`config.mk`:
```
export PLATFORM = sky130hd
export DESIGN_NAME = adder_chk_fifo
export DESIGN_NICKNAME = d
export VERILOG_FILES = /design/src/rtl/adder_chk_fifo.sv
export SDC_FILE = /design/constraint.sdc
export NUM_CORES = 1
export LEC_CHECK = 0
export CORE_MARGIN = 2
export CORE_UTILIZATION = 45
export DETAILED_ROUTE_END_ITERATION = 10
export GPL_TIMING_DRIVEN = 0
export PLACE_DENSITY = 0.68
export SLEW_MARGIN = 20
export SYNTH_ARGS = -nofsm -noshare
export SYNTH_HDL_FRONTEND = slang
export SYNTH_SLANG_ARGS = --single-unit
```
`constraint.sdc`:
```
create_clock -name clk -period 4.9 [get_ports clk]
set_input_delay 0.49 -clock clk [delete_from_list [all_inputs] [get_ports clk]]
set_output_delay 0.49 -clock clk [all_outputs]
set_load 0.05 [all_outputs]
```
`src/rtl/adder_chk_fifo.sv`:
```
// Golden-sum queue: synchronous FIFO, DEPTH entries of DW bits.
// Ports: clk, rst, push/din, pop/dout, full, empty, full_nxt.
module adder_chk_fifo #(
  parameter int DW    = 5,
  parameter int DEPTH = 4
) (
  input  logic          clk,
  input  logic          rst,
  input  logic          push,
  input  logic [DW-1:0] din,
  input  logic          pop,
  output logic [DW-1:0] dout,
  output logic          full,
  output logic          empty,
  output logic          full_nxt
);

  localparam int AW = $clog2(DEPTH);
  localparam int PW = AW + 1;

  logic [DW-1:0] mem [DEPTH];
  logic [PW-1:0] wptr, rptr;
  logic [PW-1:0] wptr_n, rptr_n;
  logic          do_push, do_pop;

  assign empty   = (wptr == rptr);
  assign full    = (wptr[AW] != rptr[AW]) &&
                   (wptr[AW-1:0] == rptr[AW-1:0]);
  assign do_push = push && !full;
  assign do_pop  = pop && !empty;
  assign dout    = mem[rptr[AW-1:0]];

  assign wptr_n = do_push ? wptr + PW'(1) : wptr;
  assign rptr_n = do_pop  ? rptr + PW'(1) : rptr;

  // Occupancy after this edge; lets the owner register a ready flag.
  assign full_nxt = (wptr_n[AW] != rptr_n[AW]) &&
                    (wptr_n[AW-1:0] == rptr_n[AW-1:0]);

  always_ff @(posedge clk) begin
    if (rst) begin
      wptr <= '0;
      rptr <= '0;
    end else begin
      wptr <= wptr_n;
      rptr <= rptr_n;
    end
  end

  always_ff @(posedge clk) begin
    if (do_push) mem[wptr[AW-1:0]] <= din;
  end

endmodule

```
==> impl_summary.md <==
Outcome
The flow ran to the end, and the final reports show no timing, DRC or antenna violations.

Drt
The number of detailed-routing iterations run before antenna repair is 2. The remaining routing DRC violations is 0. The detailed-route wire length per cell is 14.69 um. Once detail routing completed, the nets flagged for antenna violations numbered 0. The number of vias per cell is 5.008. Summed over all layers, the routed wires come to between 1.5 and 2 mm. The first routing iteration left 9 violations. Across all layers, the routed design uses ~630 vias.

Die
The floorplan step defined a die boundary enclosing 0.003128 mm2. The die span in y is approximately 56 um. The initial cell density of the core is 48.12%. The die is 55.93 um wide. The standard cell core area is 0.002522 mm2. In this run the core area contains 18 standard-cell rows. 17 I/O pins were placed.

Yosys
Summing the areas of all compound-gate instances in the mapped netlist gives 4.742% of the synthesized area. The share of synthesized cell area in full adder, half adder and majority cells is 5.155%. The simple logic cell fraction of the synthesized area is 5.979%. Counting flops and latches in the post-synthesis netlist gives 26. In this run, synthesis inferred 20 flip-flops with an integrated enable.

After Yosys synthesis, XOR and XNOR cells account for between 10% and 20% of the synthesized area. The largest area contributor in the netlist is edfxtp_1. Yosys attributes the largest share of cell area to edfxtp_1 49%, dfxtp_1 9.9%, mux4_2 9.3%, xnor2_1 5.8%, ha_1 5.2%. For this run, asynchronously set or reset flops after synthesis account for 0%. For this run, the number of Yosys warnings is 0.

The top cell type by area accounts for 49.48% of the synthesized area. For this run, the register share of the synthesized area comes to 59.38%. The largest family of logic cells by synthesized area is XOR/XNOR gates.

For this run, the leading register cell type out of synthesis is edfxtp_1. Dividing the synthesized area by the synthesized cell count gives 16.18 um2. The number of distinct standard cells referenced by the synthesized netlist is 19. The total nets after synthesis is 89. Multiplexer cells account for 10.93% of the synthesized area.

In the synthesized netlist, the number of instances is 75. The mapped cell area is between 0.001 and 0.0015 mm2. The most used standard cell by instance count after synthesis is edfxtp_1. In the synthesized netlist, the cells that appear most often are 20 x edfxtp_1, 8 x nor2_1, 8 x xnor2_1.

STA
The final max-slew violation count is 0. The hold violation count in the final report is 0. Static timing analysis puts the maximum clock frequency at 0.2820 GHz. In the finished design, the share of the clock period the worst path needs comes to 72.37%. The total negative slack is 0 ns. Setup violations remaining at the end of the flow were counted as 0. For the finished layout, the period the worst path requires is between 3 and 4 ns. The slew at the pin closest to its max-slew limit is about 0.8 ns.

For the final database, setup skew stands at 0.002395 ns. Measured against its own limit, the worst slew margin works out to a little under half. Setup repair after global routing left no endpoint under its margin. Hold timing on the final database bottoms out at a slack of 0.6312 ns.

Job
The number of maximum-capacitance constraint violations is 0.

Global routing
Across every metal layer, demand over resource in global routing totals about an eighth. The number of antenna violations at the first check in global routing is 0. The total overflow reported by the global router is 0. The first global-routing pass estimated 3.042 mm of wire. The maximum number of pins on one net before global-route repair is 16.

The number of global-route vias before repair is 650.

Cells and area
For this run, the share of the core covered by cells in the final layout is 58.04%. The diode insertion count for antenna repair is 0. The final layout contains 110 nets. Cells with a size suffix above 1 make up between 15 and 20% of the layout. The post-synthesis to final-layout area growth is 20.62%.

Power and ir drop
The static power due to leakage is 0.5170 nW. Total power for the finished layout comes to 0.0006225 W. The power density of the placed cells is around 430 mW/mm2. The worst vdd rail ir drop is between 0.3 and 0.4 mV.

Critical path
The number of buffer and inverter instances along the worst setup path is 2. In this run the register-to-register setup slack is approximately 3.1 ns. The kind of critical path is input pin to output port.

The largest individual stage delay along the critical path comes from the cell clkdlybuf4s50_1. The cell family contributing the most delay on the critical path is buffers and inverters. The critical path arrival is 3.06 ns. STA classifies the critical path startpoint as an input pin. The endpoint required time on the critical path is approximately 4.4 ns. In this run the worst path has a maximum fanout of 6. The endpoint kind of the worst setup timing path is an output port. The largest stage delay on the critical path is 0.82 ns. The critical path goes through clkdlybuf4s50_1 > nand2_1 > a31oi_1 > xnor2_1 > xnor2_1 > nor3_2 > clkdlybuf4s50_1.

Clocking
For the worst-skew pair, the clock arrives at the later sink with an insertion delay of 0.31 ns. The deepest level of the CTS H-tree is 1. In this run, CTS created clock tree buffers numbering 3. Clock-pin slew was measured on the worst setup and hold paths at around 0.13 ns.

The number of clock sinks is 26. In this run the clock root is driven by a clkbuf_4. The post-CTS repair timing setup buffer count is 0. The number of hold buffers added after CTS was 0. The maximum number of buffers from clock root to sink is 2. TritonCTS built the clock tree.

The total of cells resized after clock tree synthesis is 0.

Placed design
The HPWL after detailed placement is 1.411 mm. During placement, the flow inserted port buffers numbering 16. Routability-driven placement finished with a final weighted congestion of 0.7111.

Worst hold path
The worst min-delay path class is flop to flop.
## path summary, 6_finish.rpt
kind | startpoint | cells past startpoint | endpoint
min reg2reg | rptr[2] | 2 | rptr[2]
max | push | 7 | full_nxt
min | rptr[2] | 2 | rptr[2]
max reg2reg | wptr[0] | 5 | wptr[2]
## cells in the final DEF (no fill, tap or decap)
cell | Yosys | final
clkbuf_4 | 0 | 3
nor3_2 | 1 | 1
bufinv_16 | 0 | 1
ha_1 | 5 | 5
o31ai_4 | 2 | 2
and2_1 | 3 | 3
edfxtp_1 | 20 | 20
clkdlybuf4s50_1 | 0 | 16
buf_4 | 1 | 1
inv_1 | 2 | 2
dfxtp_1 | 6 | 6
buf_6 | 1 | 1
nand2_1 | 2 | 2
mux4_2 | 5 | 5
xor2_4 | 1 | 1
o311ai_1 | 1 | 1
xor2_1 | 5 | 5
xnor2_1 | 8 | 8
nor2b_1 | 1 | 1
mux2i_1 | 2 | 2
nor2_1 | 8 | 8
a31oi_1 | 1 | 1
## state kept, by name, summed over array words and instances, names as in the netlist
| signal | flops |
|---|---|
| wptr | 3 |
| rptr | 3 |
| mem | 20 |
## cells by family (layout without fill, tap and decap cells)
family          after synthesis  count (layout)
xor+xnor                     14              14
compound gates                4               4
buf+inv                       4              24
mux                           7               7
simple gates                 15              15
flops                        26              26
fa+ha+maj                     5               5
## area by class of cell
cell class              count  area, um2
clock inverters             1      30.03
fillers                   206       1059
repair buffers             16      160.2
inverters                   2      7.507
well taps                  30      37.54
plain buffers               2      18.77
multi-input cells          45      466.7
flip-flops and latches     26      720.7
clock buffers               3      22.52
## worst reg2reg max path, stage by stage (launching register included)
cell and delay (ns):
dfxtp_1 0.56, ha_1 0.21, nand2_1 0.05, a31oi_1 0.61
xnor2_1 0.24, nor2_1 0.07
## where the power goes
group	switching, W	internal, W
Combinational	0.000129	0.0000897
Clock	0.0000607	0.0000827
Sequential	0.00000857	0.000252
## metrics by stage
stage | instances | area [um2] | worst slack (ns)
final | 125 | 1464 | 1.354
after global routing | 125 | 1464 | 1.197
after CTS | 125 | 1464 | 1.354
after detailed placement | 121 | 1411 | 1.389
after global placement | 121 | 1411 | 1.352
after floorplan | 75 | 1214 | 2.368
## routing by layer
metal | part of all wire [%] | vias to the layer above | routed length (um) | GRT usage [%]
met4 | 0.82 | 0 | 15 | 6.122
li1 | - | 312 | - | -
met5 | 0 | - | 0 | 0
met3 | 2.9 | 2 | 54 | 3.023
met2 | 51 | 10 | 939 | 21.77
met1 | 45 | 302 | 827 | 16.92
Power figures use the tool's default switching activity.
